[src/rtl/pipe_pkg.sv]
`default_nettype none
// ============================================================================
// Package : pipe_pkg
// Field widths, func codes and the packed instruction word for the issue path.
// Revision: 1.0
// ============================================================================
package pipe_pkg;

  localparam int REG_W  = 4;
  localparam int ADDR_W = 8;
  localparam int FUNC_W = 4;

  typedef enum logic [FUNC_W-1:0] {
    FN_ADD  = 4'd0,
    FN_SUB  = 4'd1,
    FN_MUL  = 4'd2,
    FN_SELA = 4'd3,
    FN_SELB = 4'd4,
    FN_AND  = 4'd5,
    FN_OR   = 4'd6,
    FN_XOR  = 4'd7,
    FN_NEGA = 4'd8,
    FN_NEGB = 4'd9,
    FN_SRA  = 4'd10,
    FN_SLA  = 4'd11
  } func_e;

  localparam logic [FUNC_W-1:0] FN_MAX = 4'd11;

  typedef struct packed {
    logic [REG_W-1:0]  rs1;
    logic [REG_W-1:0]  rs2;
    logic [REG_W-1:0]  rd;
    logic [FUNC_W-1:0] func;
    logic [ADDR_W-1:0] addr;
  } instr_t;

  function automatic logic func_valid(input logic [FUNC_W-1:0] f);
    return (f <= FN_MAX);
  endfunction

endpackage
`default_nettype wire

[src/rtl/pipe_issue_ctrl_if.sv]
`default_nettype none
// ============================================================================
// Interface : pipe_issue_ctrl_if
// Instruction source / issue port bundle of the issue controller.
// Revision: 1.0
// ============================================================================
interface pipe_issue_ctrl_if #(
  parameter int NREG = 16
);
  import pipe_pkg::*;

  logic              in_valid;
  logic              in_ready;
  logic [REG_W-1:0]  in_rs1;
  logic [REG_W-1:0]  in_rs2;
  logic [REG_W-1:0]  in_rd;
  logic [FUNC_W-1:0] in_func;
  logic [ADDR_W-1:0] in_addr;
  logic              flush;
  logic              iss_valid;
  logic [REG_W-1:0]  iss_rs1;
  logic [REG_W-1:0]  iss_rs2;
  logic [REG_W-1:0]  iss_rd;
  logic [FUNC_W-1:0] iss_func;
  logic [ADDR_W-1:0] iss_addr;
  logic [NREG-1:0]   busy_mask;
  logic              bad_func;
  logic [15:0]       issue_count;
  logic [15:0]       stall_count;

  modport master (
    output in_valid, in_rs1, in_rs2, in_rd, in_func, in_addr, flush,
    input  in_ready, iss_valid, iss_rs1, iss_rs2, iss_rd, iss_func, iss_addr,
    input  busy_mask, bad_func, issue_count, stall_count
  );

  modport slave (
    input  in_valid, in_rs1, in_rs2, in_rd, in_func, in_addr, flush,
    output in_ready, iss_valid, iss_rs1, iss_rs2, iss_rd, iss_func, iss_addr,
    output busy_mask, bad_func, issue_count, stall_count
  );

endinterface
`default_nettype wire

[src/rtl/issue_fifo.sv]
`default_nettype none
// ============================================================================
// Module : issue_fifo
// Synchronous FIFO of packed instruction words with count and flush.
// Revision: 1.0
// ============================================================================
module issue_fifo
  import pipe_pkg::*;
#(
  parameter int DEPTH = 4
) (
  input  wire logic                         clk,
  input  wire logic                         rst_n,
  input  wire logic                         flush,
  input  wire logic                         wr_en,
  input  wire instr_t                       wr_data,
  input  wire logic                         rd_en,
  output instr_t                            rd_data,
  output logic [$clog2(DEPTH+1)-1:0]        count,
  output logic                              full,
  output logic                              empty
);

  localparam int CW = $clog2(DEPTH + 1);
  localparam int PW = $clog2(DEPTH);
  localparam logic [CW-1:0] c_depth   = CW'(DEPTH);
  localparam logic [CW-1:0] c_cnt_one = CW'(1);
  localparam logic [PW-1:0] c_ptr_one = PW'(1);

  instr_t          r_mem [DEPTH];
  logic [PW-1:0]   r_wptr;
  logic [PW-1:0]   r_rptr;
  logic [CW-1:0]   r_count;
  logic            w_wr;
  logic            w_rd;

  assign full    = (r_count == c_depth);
  assign empty   = (r_count == '0);
  assign count   = r_count;
  assign rd_data = r_mem[r_rptr];

  // A full FIFO refuses writes even when a read frees a slot this cycle.
  assign w_wr = wr_en && !full;
  assign w_rd = rd_en && !empty;

  always_ff @(posedge clk or negedge rst_n) begin
    if (!rst_n) begin
      r_wptr  <= '0;
      r_rptr  <= '0;
      r_count <= '0;
      for (int i = 0; i < DEPTH; i++) r_mem[i] <= '0;
    end else if (flush) begin
      r_wptr  <= '0;
      r_rptr  <= '0;
      r_count <= '0;
    end else begin
      if (w_wr) begin
        r_mem[r_wptr] <= wr_data;
        r_wptr        <= r_wptr + c_ptr_one;
      end
      if (w_rd) r_rptr <= r_rptr + c_ptr_one;
      unique case ({w_wr, w_rd})
        2'b10:   r_count <= r_count + c_cnt_one;
        2'b01:   r_count <= r_count - c_cnt_one;
        default: r_count <= r_count;
      endcase
    end
  end

endmodule
`default_nettype wire

[src/rtl/pipe_issue_ctrl.sv]
`default_nettype none
// ============================================================================
// Module : pipe_issue_ctrl
// In-order issue controller with a fixed-latency write-back scoreboard.
// Revision: 1.0
// ============================================================================
module pipe_issue_ctrl
  import pipe_pkg::*;
#(
  parameter int DEPTH  = 4,
  parameter int WB_LAT = 3,
  parameter int NREG   = 16
) (
  input  wire logic          clk,
  input  wire logic          rst_n,
  pipe_issue_ctrl_if.slave   bus
);

  localparam int CW = $clog2(DEPTH + 1);
  localparam logic [CW-1:0] c_depth   = CW'(DEPTH);
  localparam logic [15:0]   c_cnt_max = 16'hFFFF;

  instr_t                         w_in;
  instr_t                         w_head;
  logic [CW-1:0]                  w_count;
  logic                           w_full;
  logic                           w_empty;
  logic                           w_push;
  logic                           w_pop;
  logic                           w_func_ok;
  logic                           w_hazard;
  logic                           w_issue;
  logic                           w_drop;
  logic                           w_stall;
  logic [NREG-1:0]                w_busy;
  logic [NREG-1:0]                w_block;

  logic [WB_LAT-1:0]              r_pend_v;
  logic [WB_LAT-1:0][REG_W-1:0]   r_pend_rd;
  logic                           r_iss_valid;
  instr_t                         r_iss;
  logic                           r_bad;
  logic [15:0]                    r_issue_cnt;
  logic [15:0]                    r_stall_cnt;

  assign w_in = {bus.in_rs1, bus.in_rs2, bus.in_rd, bus.in_func, bus.in_addr};

  issue_fifo #(.DEPTH(DEPTH)) u_fifo (
    .clk     (clk),
    .rst_n   (rst_n),
    .flush   (bus.flush),
    .wr_en   (w_push),
    .wr_data (w_in),
    .rd_en   (w_pop),
    .rd_data (w_head),
    .count   (w_count),
    .full    (w_full),
    .empty   (w_empty)
  );

  assign bus.in_ready = (w_count < c_depth);
  assign w_push       = bus.in_valid && !w_full && !bus.flush;

  // The last stage retires on the edge a dependent may issue, so it is
  // reported in busy_mask but does not block the issue decision.
  always_comb begin
    w_busy  = '0;
    w_block = '0;
    for (int i = 0; i < WB_LAT; i++) begin
      if (r_pend_v[i]) begin
        w_busy[r_pend_rd[i]] = 1'b1;
        if (i < WB_LAT - 1) w_block[r_pend_rd[i]] = 1'b1;
      end
    end
  end

  assign w_func_ok = func_valid(w_head.func);
  assign w_hazard  = w_block[w_head.rs1] | w_block[w_head.rs2];
  assign w_issue   = !bus.flush && !w_empty && w_func_ok && !w_hazard;
  assign w_drop    = !bus.flush && !w_empty && !w_func_ok;
  assign w_stall   = !bus.flush && !w_empty && w_func_ok && w_hazard;
  assign w_pop     = w_issue || w_drop;

  always_ff @(posedge clk or negedge rst_n) begin
    if (!rst_n) begin
      r_pend_v  <= '0;
      r_pend_rd <= '0;
    end else if (bus.flush) begin
      r_pend_v  <= '0;
    end else begin
      r_pend_v  <= {r_pend_v[WB_LAT-2:0], w_issue};
      r_pend_rd <= {r_pend_rd[WB_LAT-2:0], w_head.rd};
    end
  end

  always_ff @(posedge clk or negedge rst_n) begin
    if (!rst_n) begin
      r_iss_valid <= 1'b0;
      r_iss       <= '0;
      r_bad       <= 1'b0;
      r_issue_cnt <= '0;
      r_stall_cnt <= '0;
    end else begin
      r_iss_valid <= w_issue;
      r_bad       <= w_drop;
      if (w_issue) r_iss <= w_head;
      if (w_issue && (r_issue_cnt != c_cnt_max)) r_issue_cnt <= r_issue_cnt + 16'd1;
      if (w_stall && (r_stall_cnt != c_cnt_max)) r_stall_cnt <= r_stall_cnt + 16'd1;
    end
  end

  assign bus.iss_valid   = r_iss_valid;
  assign bus.iss_rs1     = r_iss.rs1;
  assign bus.iss_rs2     = r_iss.rs2;
  assign bus.iss_rd      = r_iss.rd;
  assign bus.iss_func    = r_iss.func;
  assign bus.iss_addr    = r_iss.addr;
  assign bus.busy_mask   = w_busy;
  assign bus.bad_func    = r_bad;
  assign bus.issue_count = r_issue_cnt;
  assign bus.stall_count = r_stall_cnt;

endmodule
`default_nettype wire
[src/flat_wrapper.sv]
// flat-port wrapper written by rule: the top's interface ports become plain ports
module pipe_issue_ctrl_flat import pipe_pkg::*;
#(
  parameter int DEPTH  = 4,
  parameter int WB_LAT = 3,
  parameter int NREG   = 16
)
  (clk, rst_n, bus_in_valid, bus_in_rs1, bus_in_rs2, bus_in_rd, bus_in_func, bus_in_addr, bus_flush, bus_in_ready, bus_iss_valid, bus_iss_rs1, bus_iss_rs2, bus_iss_rd, bus_iss_func, bus_iss_addr, bus_busy_mask, bus_bad_func, bus_issue_count, bus_stall_count);
  pipe_issue_ctrl_if #(.NREG(NREG)) bus_i ();
  input  wire logic clk;
  input  wire logic rst_n;
  input wire logic [$bits(bus_i.in_valid)-1:0] bus_in_valid;
  input wire logic [$bits(bus_i.in_rs1)-1:0] bus_in_rs1;
  input wire logic [$bits(bus_i.in_rs2)-1:0] bus_in_rs2;
  input wire logic [$bits(bus_i.in_rd)-1:0] bus_in_rd;
  input wire logic [$bits(bus_i.in_func)-1:0] bus_in_func;
  input wire logic [$bits(bus_i.in_addr)-1:0] bus_in_addr;
  input wire logic [$bits(bus_i.flush)-1:0] bus_flush;
  output wire logic [$bits(bus_i.in_ready)-1:0] bus_in_ready;
  output wire logic [$bits(bus_i.iss_valid)-1:0] bus_iss_valid;
  output wire logic [$bits(bus_i.iss_rs1)-1:0] bus_iss_rs1;
  output wire logic [$bits(bus_i.iss_rs2)-1:0] bus_iss_rs2;
  output wire logic [$bits(bus_i.iss_rd)-1:0] bus_iss_rd;
  output wire logic [$bits(bus_i.iss_func)-1:0] bus_iss_func;
  output wire logic [$bits(bus_i.iss_addr)-1:0] bus_iss_addr;
  output wire logic [$bits(bus_i.busy_mask)-1:0] bus_busy_mask;
  output wire logic [$bits(bus_i.bad_func)-1:0] bus_bad_func;
  output wire logic [$bits(bus_i.issue_count)-1:0] bus_issue_count;
  output wire logic [$bits(bus_i.stall_count)-1:0] bus_stall_count;
  assign bus_i.in_valid = bus_in_valid;
  assign bus_i.in_rs1 = bus_in_rs1;
  assign bus_i.in_rs2 = bus_in_rs2;
  assign bus_i.in_rd = bus_in_rd;
  assign bus_i.in_func = bus_in_func;
  assign bus_i.in_addr = bus_in_addr;
  assign bus_i.flush = bus_flush;
  assign bus_in_ready = bus_i.in_ready;
  assign bus_iss_valid = bus_i.iss_valid;
  assign bus_iss_rs1 = bus_i.iss_rs1;
  assign bus_iss_rs2 = bus_i.iss_rs2;
  assign bus_iss_rd = bus_i.iss_rd;
  assign bus_iss_func = bus_i.iss_func;
  assign bus_iss_addr = bus_i.iss_addr;
  assign bus_busy_mask = bus_i.busy_mask;
  assign bus_bad_func = bus_i.bad_func;
  assign bus_issue_count = bus_i.issue_count;
  assign bus_stall_count = bus_i.stall_count;
  pipe_issue_ctrl #(.DEPTH(DEPTH), .WB_LAT(WB_LAT), .NREG(NREG)) u_core (.clk(clk), .rst_n(rst_n), .bus(bus_i));
endmodule
[config.mk]
export PLATFORM = sky130hd
export DESIGN_NAME = pipe_issue_ctrl_flat
export DESIGN_NICKNAME = d
export VERILOG_FILES = /design/src/rtl/pipe_pkg.sv /design/src/rtl/pipe_issue_ctrl_if.sv /design/src/rtl/issue_fifo.sv /design/src/rtl/pipe_issue_ctrl.sv /design/src/flat_wrapper.sv
export SDC_FILE = /design/constraint.sdc
export NUM_CORES = 1
export LEC_CHECK = 0
export CORE_AREA = 4 4 149 136
export DETAILED_ROUTE_END_ITERATION = 10
export DIE_AREA = 0 0 153 140
export GPL_TIMING_DRIVEN = 0
export PLACE_DENSITY = 0.66
export SLEW_MARGIN = 20
export SYNTH_ARGS = -nofsm -noshare
export SYNTH_HDL_FRONTEND = slang
export SYNTH_SLANG_ARGS = --single-unit
[constraint.sdc]
create_clock -name clk -period 4 [get_ports clk]
set_input_delay 0.8 -clock clk [delete_from_list [all_inputs] [get_ports clk]]
set_output_delay 0.8 -clock clk [all_outputs]
set_load 0.02 [all_outputs]
# == Word-level counts from Yosys, hierarchy flattened ==
# Cells that the tools add are included.
# totals
regBits,176
input_bits,28
# classes
n_reduce_logical,26
eq_ne,5
n_addsub,6
mux,26
bitwise,6
order_cmp,13
# ops
cell,count
$bwmux W96,1
$mux W24,3
$bmux W24 S2,1
$demux W24 S2,1
$mux W16,3
$add A16 B1 Y16 const B,2
$ne A16 B16 Y1 const B,2
$or A16 B16 Y16,2
$lt A4 B5 Y1 const B,5
$logic_and A1 B1 Y1,15
$demux W1 S4,3
$ge A4 B1 Y1 const B,3
$bmux W1 S4,2
$mux W2,4
$ge A3 B3 Y1 const B,2
$mux W3,2
$not A2 Y3,2
$pmux W3 S2,1
$logic_not A1 Y1,5
$mux W1,5
$add A2 B1 Y2 const B,2
$le A4 B4 Y1 const B,1
$reduce_bool A2 Y1,2
$add A3 B1 Y3 const B,1
other kinds (12),12

# == Longest topological paths before layout ==
# logic_depth
ltp_word,17
mapped_depth,13
depth_no_buf,12

# == By module ==
# Synthesis repeated with hierarchy kept, for this count alone.
# unflattened
cells_unflattened,652
area_unflattened_um2,8526.9
# modules_own_cells
module,cells_per_inst,instances,area_each_um2
issue_fifo,294,1,4698.3
pipe_issue_ctrl,358,1,3828.7

# == Worst setup path after synthesis ==
# Ideal clock, no wire load.
# synth_path
path_kind,register -> register
startpoint,reg u_core.u_fifo.r_rptr[0]
endpoint,reg u_core.u_fifo.r_count[2] (netlist: u_core.u_fifo.count[2])
n_path_buf,2
slack_ns,0.344
required_time_ns,3.931
setup_time_ns,0.069
stages_incl_launch_ff,13
t_arrival_ns,3.586
cell_sequence,dfrtp_1 buf_6 buf_1 mux4_2 nor3b_1 nand4b_1 a31oi_1 nor2_1 fa_1 or4_1 nor4_1 a41oi_1 nand3_1
# synth_via
elab_chain_cells,14
word_cells_on_any_way,22
cone_classes,1 x order compare; 2 x eq/ne; 9 x mux; 2 x bitwise; 8 x reduce/logical
# synth_rtl
element,line,source
start: declaration,issue_fifo.sv:32,logic [PW-1:0] r_rptr;
start signal: assignment,issue_fifo.sv:61,if (w_rd) r_rptr <= r_rptr + c_ptr_one;
$not A2 Y3 (implied by the code) *,issue_fifo.sv:40,assign rd_data = r_mem[r_rptr];
$bmux W24 S2 *,issue_fifo.sv:40,
$mux W24 (implied by the code) * (2 in series),issue_fifo.sv:40,
$bmux W1 S4,pipe_issue_ctrl.sv:78,assign w_hazard = w_block[w_head.rs1] | w_block[w_head.rs2];
$mux W1 (implied by the code),pipe_issue_ctrl.sv:78,
$or A1 B1 Y1,pipe_issue_ctrl.sv:78,
$logic_not A1 Y1,pipe_issue_ctrl.sv:79,assign w_issue = !bus.flush && !w_empty && w_func_ok && !w_hazard;
$logic_and A1 B1 Y1,pipe_issue_ctrl.sv:79,
$logic_or A1 B1 Y1 *,pipe_issue_ctrl.sv:82,assign w_pop = w_issue || w_drop;
$logic_and A1 B1 Y1 *,issue_fifo.sv:44,assign w_rd = rd_en && !empty;
$eq A2 B1 Y1 / $eq A2 B2 Y1 (equally long branches),issue_fifo.sv:62,"unique case ({w_wr, w_rd})"
$pmux W3 S2,issue_fifo.sv:62,
$mux W3,issue_fifo.sv:52,end else if (flush) begin
end signal: assignment,issue_fifo.sv:63,2'b10: r_count <= r_count + c_cnt_one;
end signal: assignment,issue_fifo.sv:64,2'b01: r_count <= r_count - c_cnt_one;
end signal: assignment,issue_fifo.sv:65,default: r_count <= r_count;
end: declaration,issue_fifo.sv:33,logic [CW-1:0] r_count;
# Every way passes the cells marked *; elsewhere a longest branch is shown, timed or not. The select of a mux whose other input is x is not followed.
# A chain may end at the register's enable or synchronous reset.

# == Final worst setup path ==
# layout_path
startpoint,reg u_core.r_pend_rd[6] (netlist name)
endpoint,reg u_core.u_fifo.r_count[2] (netlist: u_core.u_fifo.count[2])
# layout_via
elab_chain_cells,16
word_cells_on_any_way,21
cone_classes,2 x order compare; 2 x eq/ne; 9 x mux; 2 x bitwise; 6 x reduce/logical
# layout_rtl
element,line,source
start: declaration,pipe_issue_ctrl.sv:39,logic [WB_LAT-1:0][REG_W-1:0] r_pend_rd;
start signal: assignment,pipe_issue_ctrl.sv:92,"r_pend_rd <= {r_pend_rd[WB_LAT-2:0], w_head.rd};"
$lt A4 B5 Y1 (implied by the code) / $ge A4 B1 Y1 (equally long branches),pipe_issue_ctrl.sv:72,if (i < WB_LAT - 1) w_block[r_pend_rd[i]] = 1'b1;
$logic_and A1 B1 Y1 (implied by the code),pipe_issue_ctrl.sv:72,
$mux W1 (implied by the code),pipe_issue_ctrl.sv:72,
$demux W1 S4 *,-,
$or A16 B16 Y16 (no line) *,-,
$mux W16 *,pipe_issue_ctrl.sv:70,if (r_pend_v[i]) begin
$bmux W1 S4,pipe_issue_ctrl.sv:78,
$mux W1 (implied by the code),pipe_issue_ctrl.sv:78,
$or A1 B1 Y1 *,pipe_issue_ctrl.sv:78,
$logic_not A1 Y1 *,pipe_issue_ctrl.sv:79,
$logic_and A1 B1 Y1 *,pipe_issue_ctrl.sv:79,
$logic_or A1 B1 Y1 *,pipe_issue_ctrl.sv:82,
$logic_and A1 B1 Y1 *,issue_fifo.sv:44,
$eq A2 B1 Y1 / $eq A2 B2 Y1 (equally long branches),issue_fifo.sv:62,
$pmux W3 S2,issue_fifo.sv:62,
$mux W3,issue_fifo.sv:52,
# Marks and branches as above.

==> flow_metrics.tcl <==
set metrics [dict create \
    combinationalPowerShare_pct 39.6 \
    fin_cells 982 \
    crit_required_ns 4.35 \
    r2r_start "u_core.r_pend_rd[6]$_DFFE_PN0N_" \
    synth.distinct_cells 56 \
    routed_wl_um 18800 \
    start_kind "flop" \
    p_int_mw 5.03 \
    layout-drive-gt1-share_pct 30.7 \
    placedCellCount 953 \
    grt_max_degree 67 \
    finalSetupViolCount 0 \
    finalNetCount 755 \
    cts_tree "done" \
    cp_slowest_cell "or3b_2" \
    core_area_um2 18900 \
    die_h_um 140 \
    syn_area_per_cell_um2 13.9 \
    slowest_delay_ns 0.56 \
    switching_power_mw 2.58 \
    end_kind "flop" \
    synth_cells 599 \
    num_vias 5473 \
    hold_class "input pin to async pin" \
    fin_skew_ns 0.0137 \
    finish.utilization_pct 54.8 \
    hold_violations 0 \
    first_pass_iters 5 \
    initial_core_util_pct 44.1 \
    p_leak_nw 4.29 \
    p_sw_share_pct 33.9 \
    syn_area_um2 8320 \
    crit_chain "clkbuf_1 -> or3b_2 -> o32ai_2 -> mux4_2 -> or3_1 -> nand4_1 -> a31oi_4 -> nor2_1 -> fa_1 -> or4_1 -> nor4_2 -> a41oi_1 -> nand3_1" \
    maxSlewHeadroom_pct 43.2 \
    synth_edf_count 0 \
    via_per_inst 5.57 \
    drtIter0Drc 291 \
    antenna_left 0 \
    fmax_ghz 0.262 \
    ys.flop_type "dfrtp_1" \
    p_seq_share_pct 39.3 \
    drcViolationCount 0 \
    root_buffer "clkbuf_16" \
    max-cap-violations 0 \
    async_flop_share_pct 100 \
    p_clk_share_pct 21.1 \
    p_per_area_nw_per_um2 737 \
    grt_pass1_wl_um 31200 \
    period_share_pct 95.3 \
    synthToLayoutAreaGrowth_pct 24.1 \
    maxSlewViolCount 0 \
    dp_hpwl_um 13600 \
    grt_use_total_pct 18.1 \
    diodes 0 \
    layout_common_cells "175 x dfrtp_1, 132 x mux2_2, 101 x clkdlybuf4s50_1, 32 x mux4_2, 29 x xnor2_1" \
    fill_cells 1584 \
    insertion_delay_ns 0.42 \
    clk_path_buf_depth 2 \
    cp.arrival_ns 4.17 \
    h-tree-depth 4 \
    overflow 0 \
    crit_fanout 9 \
    cp-startpoint "u_core.r_pend_rd[6]$_DFFE_PN0N_" \
    wl_per_cell_um 19.1 \
    rsz0062_at_grt "false" \
    ios 103 \
    die_area_um2 21400 \
    first_global_vias 5753 \
    numCtsBuffers 17 \
    worst_slew_pin_slew_ns 0.851 \
    clock_sinks 176 \
    clk_pin_slew_worst_paths_ns 0.06 \
    period_needed_ns 3.81 \
    outcome "finished clean" \
    syn-num-nets 634 \
    final_common_cell "dfrtp_1" \
    vdd_drop_max_mv 0.327 \
    yosysWarnings 0 \
    worst-setup-path-type "flop to flop" \
    synth-seq-cells 176 \
    synth-seq-area-share_pct 52.9 \
    portBuffers 102 \
    chipWidth_um 153 \
    reg2reg_depth 13 \
    gp_congestion 0.846 \
    rows 48 \
    antenna_found_initial 0 \
]
cell families after synthesis:
| family | count (synthesis) | share of synthesized area, % |
|---|---|---|
| buf+inv | 41 | 2.09 |
| mux | 169 | 27.2 |
| fa+ha+maj | 7 | 1.14 |
| flops | 176 | 52.9 |
| compound gates | 46 | 4.27 |
| xor+xnor | 30 | 3.16 |
| simple gates | 130 | 9.22 |
power by group through the flow:
stage	Sequential [mW]	Clock [mW]	Combinational (mW)
after floorplan	3.04	0	1.94
after global placement	2.94	0	2.92
after detailed placement	2.99	0	3.03
after CTS	2.97	1.64	3.04
after global routing	3.09	1.73	3.26
final	2.99	1.61	3.01
per-layer routing:
| layer | GRT usage, % | wire length (µm) |
|---|---|---|
| met1 | 24.0 | 8290 |
| met2 | 30.5 | 9490 |
| met3 | 3.31 | 688 |
| met4 | 5.67 | 291 |
| met5 | 0 | 0 |
critical path: cells and delay by family, from the launching register on:
family / cells / cell delay (ns)
compound gates: 3 / 0.65
fa+ha+maj: 1 / 0.50
mux: 1 / 0.29
flops: 1 / 0.36
simple gates: 7 / 1.75
buf+inv: 1 / 0.20
registers in the layout, summed over array words and instances, names as in the netlist, 2 cells and up:
| signal | flops |
|---|---|
| u_core.u_fifo.r_mem | 96 |
| u_core.r_pend_rd | 12 |
| u_core.u_fifo.r_wptr | 2 |
| u_core.bus.iss_addr | 8 |
| u_core.bus.stall_count | 16 |
| u_core.bus.iss_rs2 | 4 |
| u_core.bus.iss_rs1 | 4 |
| u_core.u_fifo.count | 3 |
| u_core.bus.iss_rd | 4 |
| u_core.bus.issue_count | 16 |
| u_core.r_pend_v | 3 |
| u_core.u_fifo.r_rptr | 2 |
| u_core.bus.iss_func | 4 |
path summary, 6_finish.rpt:
check	end	slack (ns)
hold reg to reg	u_core.u_fifo.r_mem[25]$_DFFE_PN0P_	0.50
setup reg to reg	u_core.u_fifo.count[2]$_DFFE_PN0P_	0.19
hold / removal	u_core.r_pend_rd[10]$_DFFE_PN0N_	0.27
min in group clk	u_core.u_fifo.r_mem[25]$_DFFE_PN0P_	0.50
max in group asynchronous	u_core.u_fifo.r_mem[7]$_DFFE_PN0P_	2.75
setup / recovery	u_core.u_fifo.count[2]$_DFFE_PN0P_	0.19
through the flow:
step                hold WS (ns)  TNS (ns)  instance area, µm²  worst slack (ns)  power [mW]
global placement           0.475   -836.30                9650             -4.76        5.86
floorplan                  0.474         0                8320             0.344        4.98
finish                     0.272         0               10300             0.189        7.61
detailed placement         0.487    -0.277                9710            -0.277        6.02
global route               0.280         0               10300            0.0114        8.08
CTS                        0.272         0               10300            0.0161        7.65
area by class of cell:
cell class / count / area [µm²] / share of cell area [%]
plain buffers: 29 / 131 / 1.27
inverters: 9 / 33.8 / 0.327
repair buffers: 105 / 1090 / 10.5
multi-input cells: 382 / 3780 / 36.6
well taps: 250 / 313 / 3.03
flip-flops and latches: 176 / 4410 / 42.7
clock buffers: 21 / 470 / 4.56
clock inverters: 10 / 101 / 0.982
timing repair:
action / 4_1_cts / 5_1_grt
buffers inserted: 0 / 1
hold buffers: 0 / 0
cloned: 0 / 0
endpoints found under the hold margin: 0 / 0
gates resized for setup: 4 / 8
pin swaps: 0 / 1
endpoints found under the setup margin: 1 / 1
cells in the mapped netlist, drive strengths merged (2+ instances only):
cell type / number / share of area (%)
nand2: 22 / 1.0
nand3b: 7 / 0.63
o22a: 4 / 0.42
o22ai: 6 / 0.45
nor3b: 2 / 0.18
nor3: 4 / 0.38
inv: 9 / 0.41
clkbuf: 18 / 0.81
a21oi: 3 / 0.18
or3: 2 / 0.15
a2bb2oi: 2 / 0.21
and2: 3 / 0.23
ha: 6 / 0.90
or3b: 4 / 0.42
nor2b: 5 / 0.38
nand2b: 7 / 0.53
and3: 15 / 1.1
mux2: 134 / 18
mux2i: 3 / 0.36
buf: 14 / 0.87
or2: 2 / 0.15
xnor2: 29 / 3.1
o32a: 2 / 0.24
o21bai: 8 / 0.72
o32ai: 4 / 0.51
and4: 3 / 0.35
o31ai: 2 / 0.41
dfrtp: 176 / 53
nand3: 19 / 1.1
nand4: 17 / 1.3
o21ai: 9 / 0.54
and4b: 2 / 0.29
mux4: 32 / 8.7
nor2: 11 / 0.50
nand4b: 2 / 0.21
Note: power is estimated with default switching activity, not from simulation.
